**config.mk**
```make
export PLATFORM = sky130hd
export DESIGN_NAME = shift_sequencer_flat
export DESIGN_NICKNAME = d
export VERILOG_FILES = /design/src/rtl/shift_sequencer_if.sv /design/src/rtl/shift_sequencer.sv /design/src/flat_wrapper.sv
export SDC_FILE = /design/constraint.sdc
export NUM_CORES = 1
export LEC_CHECK = 0
export CAP_MARGIN = 20
export CELL_PAD_IN_SITES_DETAIL_PLACEMENT = 1
export CELL_PAD_IN_SITES_GLOBAL_PLACEMENT = 2
export CORE_ASPECT_RATIO = 0.9
export CORE_UTILIZATION = 30
export DETAILED_ROUTE_END_ITERATION = 8
export GPL_TIMING_DRIVEN = 0
export HOLD_SLACK_MARGIN = 0.02
export PLACE_DENSITY = 0.86
export SYNTH_ARGS = -nofsm -noshare
export SYNTH_HDL_FRONTEND = slang
export SYNTH_SLANG_ARGS = --single-unit
export TNS_END_PERCENT = 5
```
**constraint.sdc**
```tcl
create_clock -name clock -period 2.6 [get_ports clock]
set_input_delay 0.39 -clock clock [delete_from_list [all_inputs] [get_ports clock]]
set_output_delay 0.39 -clock clock [all_outputs]
set_load 0.005 [all_outputs]
```
**src/rtl/shift_sequencer_if.sv**
```systemverilog
// Signal bundle between a host command source, shift_sequencer and the external
// shift register it controls. The sequencer uses the slave view.
interface shift_sequencer_if #(
    parameter int WIDTH       = 4,
    parameter int COUNT_WIDTH = 3,
    parameter int DIV_WIDTH   = 8
);
    logic                   start;
    logic                   ready;
    logic                   abort;
    logic                   cmd_dir;
    logic [COUNT_WIDTH-1:0] cmd_count;
    logic                   cmd_fill;
    logic [DIV_WIDTH-1:0]   cmd_div;
    logic [WIDTH-1:0]       cmd_data;

    logic                   sr_clear;
    logic                   sr_load;
    logic                   sr_shift_left;
    logic                   sr_shift_right;
    logic                   sr_shift_in;
    logic [WIDTH-1:0]       sr_d;
    logic [WIDTH-1:0]       sr_q;
    logic                   sr_shift_out;

    logic                   serial_bit;
    logic                   serial_valid;
    logic                   done;
    logic                   aborted;
    logic [WIDTH-1:0]       result;
    logic                   busy;

    // Environment side: issues commands and plays the shift register.
    modport master (
        output start, abort, cmd_dir, cmd_count, cmd_fill, cmd_div, cmd_data,
        output sr_q, sr_shift_out,
        input  ready, busy, done, aborted, result, serial_bit, serial_valid,
        input  sr_clear, sr_load, sr_shift_left, sr_shift_right, sr_shift_in, sr_d
    );

    modport slave (
        input  start, abort, cmd_dir, cmd_count, cmd_fill, cmd_div, cmd_data,
        input  sr_q, sr_shift_out,
        output ready, busy, done, aborted, result, serial_bit, serial_valid,
        output sr_clear, sr_load, sr_shift_left, sr_shift_right, sr_shift_in, sr_d
    );
endinterface

```
**src/rtl/shift_sequencer.sv**
```systemverilog
// Command-driven sequencer for an external shift register: load a word, issue a
// programmable number of divider-spaced shifts, stream shifted-out bits, capture result.
module shift_sequencer #(
    parameter int WIDTH       = 4,
    parameter int COUNT_WIDTH = 3,
    parameter int DIV_WIDTH   = 8
) (
    input  logic              clock,
    input  logic              reset,
    shift_sequencer_if.slave  bus
);
    localparam logic [2:0] ST_IDLE  = 3'd0;
    localparam logic [2:0] ST_LOAD  = 3'd1;
    localparam logic [2:0] ST_WAIT  = 3'd2;
    localparam logic [2:0] ST_SHIFT = 3'd3;
    localparam logic [2:0] ST_DONE  = 3'd4;

    localparam logic [COUNT_WIDTH-1:0] COUNT_MAX = COUNT_WIDTH'(WIDTH);
    localparam logic [COUNT_WIDTH-1:0] COUNT_ONE = COUNT_WIDTH'(1);
    localparam logic [DIV_WIDTH-1:0]   DIV_ONE   = DIV_WIDTH'(1);

    logic [2:0]             state;
    logic                   dir_r;
    logic                   fill_r;
    logic [DIV_WIDTH-1:0]   div_r;
    logic [WIDTH-1:0]       data_r;
    logic [COUNT_WIDTH-1:0] rem_cnt;
    logic [DIV_WIDTH-1:0]   wait_cnt;
    logic [WIDTH-1:0]       result_r;
    logic                   abort_ack;

    // Abort only counts while a command is in flight; it then silences every
    // state action this cycle, as does a synchronous reset.
    logic cancel;
    logic quiet;
    assign cancel = bus.abort && (state != ST_IDLE);
    assign quiet  = cancel || reset;

    // NOTE: sequential state uses non-blocking assignments so every register
    // samples pre-edge values regardless of statement order.
    always_ff @(posedge clock) begin
        if (reset) begin
            state     <= ST_IDLE;
            dir_r     <= 1'b0;
            fill_r    <= 1'b0;
            div_r     <= '0;
            data_r    <= '0;
            rem_cnt   <= '0;
            wait_cnt  <= '0;
            result_r  <= '0;
            abort_ack <= 1'b0;
        end else begin
            abort_ack <= 1'b0;
            if (cancel) begin
                state     <= ST_IDLE;
                abort_ack <= 1'b1;
            end else begin
                case (state)
                    ST_IDLE: begin
                        if (bus.start) begin
                            dir_r   <= bus.cmd_dir;
                            fill_r  <= bus.cmd_fill;
                            div_r   <= bus.cmd_div;
                            data_r  <= bus.cmd_data;
                            rem_cnt <= (bus.cmd_count > COUNT_MAX) ? COUNT_MAX : bus.cmd_count;
                            state   <= ST_LOAD;
                        end
                    end
                    ST_LOAD: begin
                        if (rem_cnt == '0) begin
                            state <= ST_DONE;
                        end else if (div_r == '0) begin
                            state <= ST_SHIFT;
                        end else begin
                            wait_cnt <= div_r;
                            state    <= ST_WAIT;
                        end
                    end
                    ST_WAIT: begin
                        if (wait_cnt == DIV_ONE) begin
                            state <= ST_SHIFT;
                        end else begin
                            wait_cnt <= wait_cnt - DIV_ONE;
                        end
                    end
                    ST_SHIFT: begin
                        rem_cnt <= rem_cnt - COUNT_ONE;
                        if (rem_cnt == COUNT_ONE) begin
                            state <= ST_DONE;
                        end else if (div_r == '0) begin
                            state <= ST_SHIFT;
                        end else begin
                            wait_cnt <= div_r;
                            state    <= ST_WAIT;
                        end
                    end
                    ST_DONE: begin
                        result_r <= bus.sr_q;
                        state    <= ST_IDLE;
                    end
                    default: state <= ST_IDLE;
                endcase
            end
        end
    end

    // NOTE: every output gets a default before the case so no path leaves a
    // variable unassigned, which would otherwise infer a latch.
    always_comb begin
        bus.ready          = (state == ST_IDLE);
        bus.busy           = (state != ST_IDLE);
        bus.result         = result_r;
        bus.sr_clear       = abort_ack;
        bus.aborted        = abort_ack;
        bus.sr_load        = 1'b0;
        bus.sr_d           = '0;
        bus.sr_shift_left  = 1'b0;
        bus.sr_shift_right = 1'b0;
        bus.sr_shift_in    = 1'b0;
        bus.serial_valid   = 1'b0;
        bus.serial_bit     = 1'b0;
        bus.done           = 1'b0;
        if (!quiet) begin
            case (state)
                ST_LOAD: begin
                    bus.sr_load = 1'b1;
                    bus.sr_d    = data_r;
                end
                ST_SHIFT: begin
                    bus.sr_shift_left  = dir_r;
                    bus.sr_shift_right = !dir_r;
                    bus.sr_shift_in    = fill_r;
                    bus.serial_valid   = 1'b1;
                    bus.serial_bit     = bus.sr_shift_out;
                end
                ST_DONE: bus.done = 1'b1;
                default: ;
            endcase
        end
    end

    // The register must never see two control pulses in one cycle.
    a_one_pulse: assert property (@(posedge clock) disable iff (reset)
        $onehot0({bus.sr_clear, bus.sr_load, bus.sr_shift_left, bus.sr_shift_right}));

    a_done_xor_abort: assert property (@(posedge clock) disable iff (reset)
        !(bus.done && bus.aborted));

    a_data_quiet: assert property (@(posedge clock) disable iff (reset)
        !bus.sr_load |-> (bus.sr_d == '0));

endmodule

```
**src/flat_wrapper.sv**
```systemverilog
// flat-port wrapper written by rule: the top's interface ports become plain ports
module shift_sequencer_flat 
#(
    parameter int WIDTH       = 4,
    parameter int COUNT_WIDTH = 3,
    parameter int DIV_WIDTH   = 8
)
  (clock, reset, bus_start, bus_abort, bus_cmd_dir, bus_cmd_count, bus_cmd_fill, bus_cmd_div, bus_cmd_data, bus_sr_q, bus_sr_shift_out, bus_ready, bus_busy, bus_done, bus_aborted, bus_result, bus_serial_bit, bus_serial_valid, bus_sr_clear, bus_sr_load, bus_sr_shift_left, bus_sr_shift_right, bus_sr_shift_in, bus_sr_d);
  shift_sequencer_if #(.WIDTH(WIDTH), .COUNT_WIDTH(COUNT_WIDTH), .DIV_WIDTH(DIV_WIDTH)) bus_i ();
  input  logic clock;
  input  logic reset;
  input wire logic [$bits(bus_i.start)-1:0] bus_start;
  input wire logic [$bits(bus_i.abort)-1:0] bus_abort;
  input wire logic [$bits(bus_i.cmd_dir)-1:0] bus_cmd_dir;
  input wire logic [$bits(bus_i.cmd_count)-1:0] bus_cmd_count;
  input wire logic [$bits(bus_i.cmd_fill)-1:0] bus_cmd_fill;
  input wire logic [$bits(bus_i.cmd_div)-1:0] bus_cmd_div;
  input wire logic [$bits(bus_i.cmd_data)-1:0] bus_cmd_data;
  input wire logic [$bits(bus_i.sr_q)-1:0] bus_sr_q;
  input wire logic [$bits(bus_i.sr_shift_out)-1:0] bus_sr_shift_out;
  output wire logic [$bits(bus_i.ready)-1:0] bus_ready;
  output wire logic [$bits(bus_i.busy)-1:0] bus_busy;
  output wire logic [$bits(bus_i.done)-1:0] bus_done;
  output wire logic [$bits(bus_i.aborted)-1:0] bus_aborted;
  output wire logic [$bits(bus_i.result)-1:0] bus_result;
  output wire logic [$bits(bus_i.serial_bit)-1:0] bus_serial_bit;
  output wire logic [$bits(bus_i.serial_valid)-1:0] bus_serial_valid;
  output wire logic [$bits(bus_i.sr_clear)-1:0] bus_sr_clear;
  output wire logic [$bits(bus_i.sr_load)-1:0] bus_sr_load;
  output wire logic [$bits(bus_i.sr_shift_left)-1:0] bus_sr_shift_left;
  output wire logic [$bits(bus_i.sr_shift_right)-1:0] bus_sr_shift_right;
  output wire logic [$bits(bus_i.sr_shift_in)-1:0] bus_sr_shift_in;
  output wire logic [$bits(bus_i.sr_d)-1:0] bus_sr_d;
  assign bus_i.start = bus_start;
  assign bus_i.abort = bus_abort;
  assign bus_i.cmd_dir = bus_cmd_dir;
  assign bus_i.cmd_count = bus_cmd_count;
  assign bus_i.cmd_fill = bus_cmd_fill;
  assign bus_i.cmd_div = bus_cmd_div;
  assign bus_i.cmd_data = bus_cmd_data;
  assign bus_i.sr_q = bus_sr_q;
  assign bus_i.sr_shift_out = bus_sr_shift_out;
  assign bus_ready = bus_i.ready;
  assign bus_busy = bus_i.busy;
  assign bus_done = bus_i.done;
  assign bus_aborted = bus_i.aborted;
  assign bus_result = bus_i.result;
  assign bus_serial_bit = bus_i.serial_bit;
  assign bus_serial_valid = bus_i.serial_valid;
  assign bus_sr_clear = bus_i.sr_clear;
  assign bus_sr_load = bus_i.sr_load;
  assign bus_sr_shift_left = bus_i.sr_shift_left;
  assign bus_sr_shift_right = bus_i.sr_shift_right;
  assign bus_sr_shift_in = bus_i.sr_shift_in;
  assign bus_sr_d = bus_i.sr_d;
  shift_sequencer #(.WIDTH(WIDTH), .COUNT_WIDTH(COUNT_WIDTH), .DIV_WIDTH(DIV_WIDTH)) u_core (.clock(clock), .reset(reset), .bus(bus_i));
endmodule
```
==> results of run 1 <==
layout make-up:
type                       instances  share of cell area (%)
timing repair buffer              44                    17.7
tap                               70                    3.53
clock inverter                     2                    1.51
buffer                            15                    2.87
clock buffer                       6                    3.33
sequential                        33                    26.6
multi-input combinational        171                    43.7
inverter                           5                   0.756
synth_stat cells, drive strengths merged (4+ instances only):
master   n
nand2   39
inv      5
nor2    16
dfxtp   33
mux2i    5
ha       5
o31ai    4
a21oi   27
clkbuf   6
nand2b   9
nor3     6
buf      9
and2     9
nor4     6
o21ai    7
nor3b    4
where the power goes:
part / leakage, nW / internal [mW] / switching [mW]
sequential: 0.269 / 0.535 / 0.0234
clock: 0.0574 / 0.312 / 0.219
combinational: 0.589 / 0.125 / 0.146
total: 0.915 / 0.972 / 0.388
tightest hold or removal path: cells and delay by family, from the launching register on:
| kind | cells | cell delay, ns |
|---|---|---|
| compound gates | 1 | 0.05 |
| flops | 1 | 0.31 |
| simple gates | 1 | 0.05 |
logic make-up (layout without fill, tap and decap cells):
kind of cell,after synthesis,in the layout,synth area share [%]
flip-flops,33,33,36.6
adder cells (fa/ha/maj),5,5,3.46
AND/OR/NAND/NOR,109,109,33.4
AO/OA/AOI/OAI,52,52,18.8
buffers and inverters,20,72,4.99
multiplexers,5,5,2.77
layout by cell type (no fill, tap or decap), drive strengths merged, types with 2 or more instances in the layout:
master,count
clkdlybuf4s50,43
nand2,39
dfxtp,33
a21oi,27
nor2,16
clkbuf,12
buf,10
nand2b,9
and2,9
o21ai,7
nor4,6
nor3,6
inv,5
mux2i,5
ha,5
o31ai,4
nor3b,4
nor2b,3
a22oi,3
o32ai,3
nor4b,3
nand3b,2
or4,2
nand3,2
and3,2
path summary, 6_finish.rpt:
check,cells past startpoint,endpoint,slack (ns),startpoint
worst min-delay path,2,u_core.fill_r$_SDFFE_PP0P_,0.46,u_core.fill_r$_SDFFE_PP0P_
worst max-delay path,4,bus_sr_shift_right,-0.02,reset
worst min register to register,2,u_core.fill_r$_SDFFE_PP0P_,0.46,u_core.fill_r$_SDFFE_PP0P_
worst max register to register,6,u_core.wait_cnt[1]$_SDFFE_PP0P_,0.74,u_core.wait_cnt[0]$_SDFFE_PP0P_
per-stage QoR:
| stage | power (mW) | TNS, ns |
|---|---|---|
| global route | 1.42 | -0.157 |
| floorplan | 0.722 | 0 |
| CTS | 1.37 | -0.144 |
| global placement | 0.830 | -1.27 |
| detailed placement | 0.836 | -1.17 |
| finish | 1.36 | -0.0188 |
what timing repair did:
item	4_1_cts	5_1_grt
pin swaps	0	0
setup buffers	1	0
endpoints found under the setup margin	10	7
gates resized for setup	2	2
state kept, by name, indices dropped and copies added, names as in the netlist:
name                cells
u_core.bus.aborted      1
u_core.dir_r            1
u_core.div_r            8
u_core.rem_cnt          3
u_core.data_r           4
u_core.state            3
u_core.fill_r           1
u_core.bus.result       4
u_core.wait_cnt         8
per-layer routing:
| layer | wire, µm | part of all wire [%] | vias up | global-route usage [%] |
|---|---|---|---|---|
| met5 | 0 | 0 | - | 0 |
| li1 | - | - | 886 | - |
| met2 | 2450 | 45 | 41 | 30.9 |
| met3 | 297 | 5.5 | 5 | 5.42 |
| met4 | 65 | 1.2 | 0 | 8.05 |
| met1 | 2590 | 48 | 841 | 22.1 |
==> results.md, run 1 <==
* Die Y at 75.6 µm
* Global-route wire length before repair at 8.79 mm
* Tightest Hold Check Type: reg2reg
* #FFs+latches synth at 33
* Antenna cell count at 0
* Initial DRC count at 48
* Syn_area_per_cell at 8.07 µm²
* Post-synth cell types at 47
* Vias at 1,773
* Port Buffer Count at 43
* Post-Syn Instances at 224
* Worst path cell trace: clkdlybuf4s50_1 -> clkbuf_1 -> nor4_1 -> clkdlybuf4s50_1
* Initial antenna violation count at 0
* Seq. cell area at 661 µm²
* Dpl cell area at 2320 µm²
* Rel. slew slack at 60.3%
* # IOs at 45
* DRC Markers at 0
* Final #Nets at 306
* TritonCTS buffer count at 5
* Clock sinks at 33
* Site Rows at 26
* Drt pass-1 iters at 4
* Pwr/cell area at 548 nW/µm²
* Async set-or-reset flop fraction in the synthesized netlist at 0%
* Fillers at 693
* Top delay family on crit path: buffers and inverters
* Net Count, Synth at 255
* Sequential fraction of the synthesis area at 36.6%
* Area grow syn2layout at 37.3%
* Worst Setup Slack, final at -0.0188 ns
* # H-tree levels at 2
* GRT Total Usage at 18.3%
* Top cells by area, synth: dfxtp_1 (37%), nand2_1 (7.9%), a21oi_1 (7.5%), ha_1 (3.5%), nor2_1 (3.3%)
* Critical Path End Type: output pin
* DP Worst Slack at -0.250 ns
* Fin cells at 346
* Max Freq at 382 MHz
* Die X at 83.8 µm
* Synth Flop Type: dfxtp_1
* CP Launch Type: primary input
* Maxcap violations at 0
* Post-synth top area share at 36.6%
* Die area at 6340 µm²
* Final WL at 5.40 mm
* Max-slew violation count at 0
* Mapped cell area at 1810 µm²
* Largest net degree at the start of global routing at 12
* Crit path kind: in2out
* Grt ovf at 0
* Lkg Pwr at 0.915 nW
* Status: finished, violations left
* Max VDD drop at 187 µV
* Multi-input gate area at 1080 µm²
* # setup viols final at 1
* Number of routed nets with antenna violations at 0
* Vias in the first global route at 1,840
* Clk buf depth at 2
* Worst EP required at 2.21 ns
* Failing checks: setup timing
* Final min period at 2.62 ns
* Routed WL per cell at 15.6 µm
* Syn. warnings at 0
* Core footprint at 5760 µm²
* Hold WS at 0.459 ns
* CTS tree: built
* Placer congestion estimate at 0.733
* Max FO, Critical Path at 10
* Worst-margin pin slew at 0.587 ns
* Fin. Hold Viols at 0
* Final worst-path cycle share at 101%
* Largest stage delay on the critical path at 0.57 ns
* Final core occ at 43.1%
* Worst Skew at 0.00994 ns
* Root Buffer: clkbuf_8
* CTS Hold Bufs at 0
* Drt via density at 5.12
* Dpl hpwl at 3.92 mm
* CTS clock-pin slew for the worst setup and hold paths at 0.08 ns
* CP max-delay cell: clkdlybuf4s50_1
* Cell mode on critical path: clkdlybuf4s50_1
* WP data arrival at 2.23 ns
* Buf+Inv Stages, Crit Path at 3
* Starting Density at 31.4%
* RSZ-0062 raised after global routing: yes
* Placed Cells at 337
* Clock Latency Late Sink at 0.30 ns
* Post-route cell area at 2480 µm²
* EDFF count, synth at 0
* Yosys top cell by area: dfxtp_1
* Fraction of layout cells with a size suffix above 1 at 10.9%
(Power assumes the default switching activity.)
==> inputs of run 2 (changes only) <==
--- a/config.mk
+++ b/config.mk
@@ -8,7 +8,7 @@
 export CAP_MARGIN = 20
 export CELL_PAD_IN_SITES_DETAIL_PLACEMENT = 1
 export CELL_PAD_IN_SITES_GLOBAL_PLACEMENT = 2
-export CORE_ASPECT_RATIO = 0.9
+export CORE_ASPECT_RATIO = 1.4
 export CORE_UTILIZATION = 30
 export DETAILED_ROUTE_END_ITERATION = 8
 export GPL_TIMING_DRIVEN = 0
==> results.md, run 2 (synthesized netlist as in run 1, its figures left out) <==
* Area grow syn2layout at 37.8% (was 37.3%)
* Largest stage delay on the critical path at 0.60 ns (was 0.57 ns)
* Placer congestion estimate at 0.801 (was 0.733)
* Max-slew violation count at 0 (unchanged)
* Met1 Wirelength at 2.18 mm (was 2.59 mm)
* Site Rows at 33 (was 26)
* Die X at 67.6 µm (was 83.8 µm)
* Clock sinks at 33 (unchanged)
* Worst setup path startpoint: reset (unchanged)
* Dpl hpwl at 3.89 mm (was 3.92 mm)
* CTS clock-pin slew for the worst setup and hold paths at 0.07 ns (was 0.08 ns)
* Fraction of layout cells with a size suffix above 1 at 10.9% (unchanged)
* Rel. slew slack at 57.3% (was 60.3%)
* Final worst-path cycle share at 96.3% (was 101%)
* WL met3 at 193 µm (was 297 µm)
* Cell mode on critical path: clkdlybuf4s50_1 (unchanged)
* Global-route wire length before repair at 8.48 mm (was 8.79 mm)
* Tightest Hold Check Type: reg2reg (unchanged)
* Core footprint at 5820 µm² (was 5760 µm²)
* Antenna cell count at 0 (unchanged)
* Critical Path End: bus_sr_d[3] (was bus_sr_shift_right)
* GRT Total Usage at 17.8% (was 18.3%)
* Maxcap violations at 0 (unchanged)
* Buf+Inv Stages, Crit Path at 2 (was 3)
* Crit path kind: in2out (unchanged)
* # H-tree levels at 2 (unchanged)
* Worst R2R End: u_core.wait_cnt[1]$_SDFFE_PP0P_ (unchanged)
* Worst EP required at 2.21 ns (about the same)
* Root Buffer: clkbuf_8 (unchanged)
* Top sig layer: met4 (unchanged)
* CTS Hold Bufs at 0 (unchanged)
* Worst-margin pin slew at 0.640 ns (was 0.587 ns)
* Top Registers: u_core.div_r x8, u_core.wait_cnt x8 (unchanged)
* Fin. Hold Viols at 0 (unchanged)
* Clk buf depth at 2 (unchanged)
* Status: completed (was finished, violations left)
* # setup viols final at 0 (was 1)
* CTS tree: built (unchanged)
* Final #Nets at 306 (unchanged)
* DRC Markers at 0 (unchanged)
* Top delay family on crit path: buffers and inverters (unchanged)
* Clock Latency Late Sink at 0.28 ns (was 0.30 ns)
* Lkg Pwr at 0.922 nW (was 0.915 nW)
* Vias in the first global route at 1,796 (was 1,840)
* WP data arrival at 2.11 ns (was 2.23 ns)
* Die area at 6340 µm² (about the same)
* Pwr/cell area at 537 nW/µm² (was 548 nW/µm²)
* Initial DRC count at 43 (was 48)
* Final WL at 5.05 mm (was 5.40 mm)
* Max FO, Critical Path at 6 (was 10)
* Worst min-delay path startpoint: u_core.data_r[3]$_SDFFE_PP0P_ (was u_core.fill_r$_SDFFE_PP0P_)
* Port Buffer Count at 43 (unchanged)
* CP max-delay cell: clkdlybuf4s50_1 (unchanged)
* Drt via density at 5.14 (was 5.12)
* Critical Path End Type: output pin (unchanged)
* Final core occ at 42.8% (was 43.1%)
* Setup TNS at 0 ns (was -0.0188 ns)
* Max Freq at 399 MHz (was 382 MHz)
* Worst Skew at 0.00743 ns (was 0.00994 ns)
* R2r startpoint: u_core.wait_cnt[0]$_SDFFE_PP0P_ (unchanged)
* Routed WL per cell at 14.6 µm (was 15.6 µm)
* Register-to-Register Path Depth at 6 (unchanged)
* Largest net degree at the start of global routing at 11 (was 12)
* Grt ovf at 0 (unchanged)
* CP Launch Type: primary input (unchanged)
* Most frequent cells in the layout: clkdlybuf4s50_1 (43), nand2_1 (38), dfxtp_1 (33), a21oi_1 (27), nor2_1 (16) (unchanged)
* Number of routed nets with antenna violations at 0 (unchanged)
* Die Y at 93.8 µm (was 75.6 µm)
* # IOs at 45 (unchanged)
* Routed length on met2 at 2.58 mm (was 2.45 mm)
* Worst path cell trace: clkdlybuf4s50_1 -> nor4_4 -> and2_1 -> clkdlybuf4s50_1 (was clkdlybuf4s50_1 -> clkbuf_1 -> nor4_1 -> clkdlybuf4s50_1)
* Crit path depth at 4 (unchanged)
* Initial antenna violation count at 0 (unchanged)
* Commonest non-fill, non-tap cell in the layout: clkdlybuf4s50_1 (unchanged)
* TritonCTS buffer count at 5 (unchanged)
* Vias at 1,778 (was 1,773)
* RSZ-0062 raised after global routing: no (was yes)
* Max VDD drop at 282 µV (was 187 µV)
* Starting Density at 31.0% (was 31.4%)
* Final min period at 2.50 ns (was 2.62 ns)
* Drt pass-1 iters at 4 (unchanged)
* Reg-to-reg slack, setup at 0.73 ns (was 0.74 ns)
run 2: cell count changes in the layout (fill, tap and decap cells not counted), sizes merged:
cell      delta
buf          +1
clkinvlp     -1
run 2: layer usage:
layer / GRT usage, % / up-vias
met5: 0 / -
li1: - / 889
met1: 20.5 / 843
met2: 30.9 / 36
met3: 4.49 / 10
met4: 6.03 / 0
run 2: repair_timing:
action,CTS,global route
gates resized for setup,6,4
pin swaps,1,1
endpoints found under the setup margin,10,5
buffers inserted,0,1
run 2: how the worst min path moves through the flow:
stage | slack, ns | to | cells past startpoint
after floorplan | 0.43 | u_core.data_r[0]$_SDFFE_PP0P_ | 2
after global placement | 0.44 | u_core.data_r[2]$_SDFFE_PP0P_ | 2
after detailed placement | 0.44 | u_core.data_r[3]$_SDFFE_PP0P_ | 2
after CTS | 0.45 | u_core.data_r[3]$_SDFFE_PP0P_ | 2
after global routing | 0.48 | u_core.data_r[3]$_SDFFE_PP0P_ | 2
final | 0.45 | u_core.data_r[3]$_SDFFE_PP0P_ | 2
run 2: worst min-delay path: stages, from the launching register on:
cell and delay, ns:
dfxtp_1 0.31, nand2_1 0.05, a21oi_1 0.05
run 2: final cells by class:
type / instances / area [µm²]
Multi-Input combinational cell: 171 / 1090
Sequential cell: 33 / 661
Buffer: 15 / 77.6
Inverter: 5 / 18.8
Timing Repair Buffer: 44 / 438
Clock inverter: 1 / 30.0
Fill cell: 702 / 3330
Tap cell: 70 / 87.6
Clock buffer: 7 / 86.3
run 2: stage by stage:
stage	power [mW]	hold slack [ns]	instance area, µm²	setup slack, ns	std cells
floorplan	0.722	0.432	1810	0.925	224
global placement	0.829	0.441	2320	-0.225	337
detailed placement	0.834	0.444	2320	-0.245	337
CTS	1.35	0.454	2470	-0.00986	345
global route	1.41	0.476	2490	0.00000799	346
finish	1.34	0.450	2490	0.0968	346
run 2: where the power goes:
part	switching [mW]	internal (mW)	leakage (nW)
registers	0.0226	0.535	0.269
clock network	0.199	0.313	0.0585
logic	0.142	0.127	0.594
total	0.363	0.975	0.922
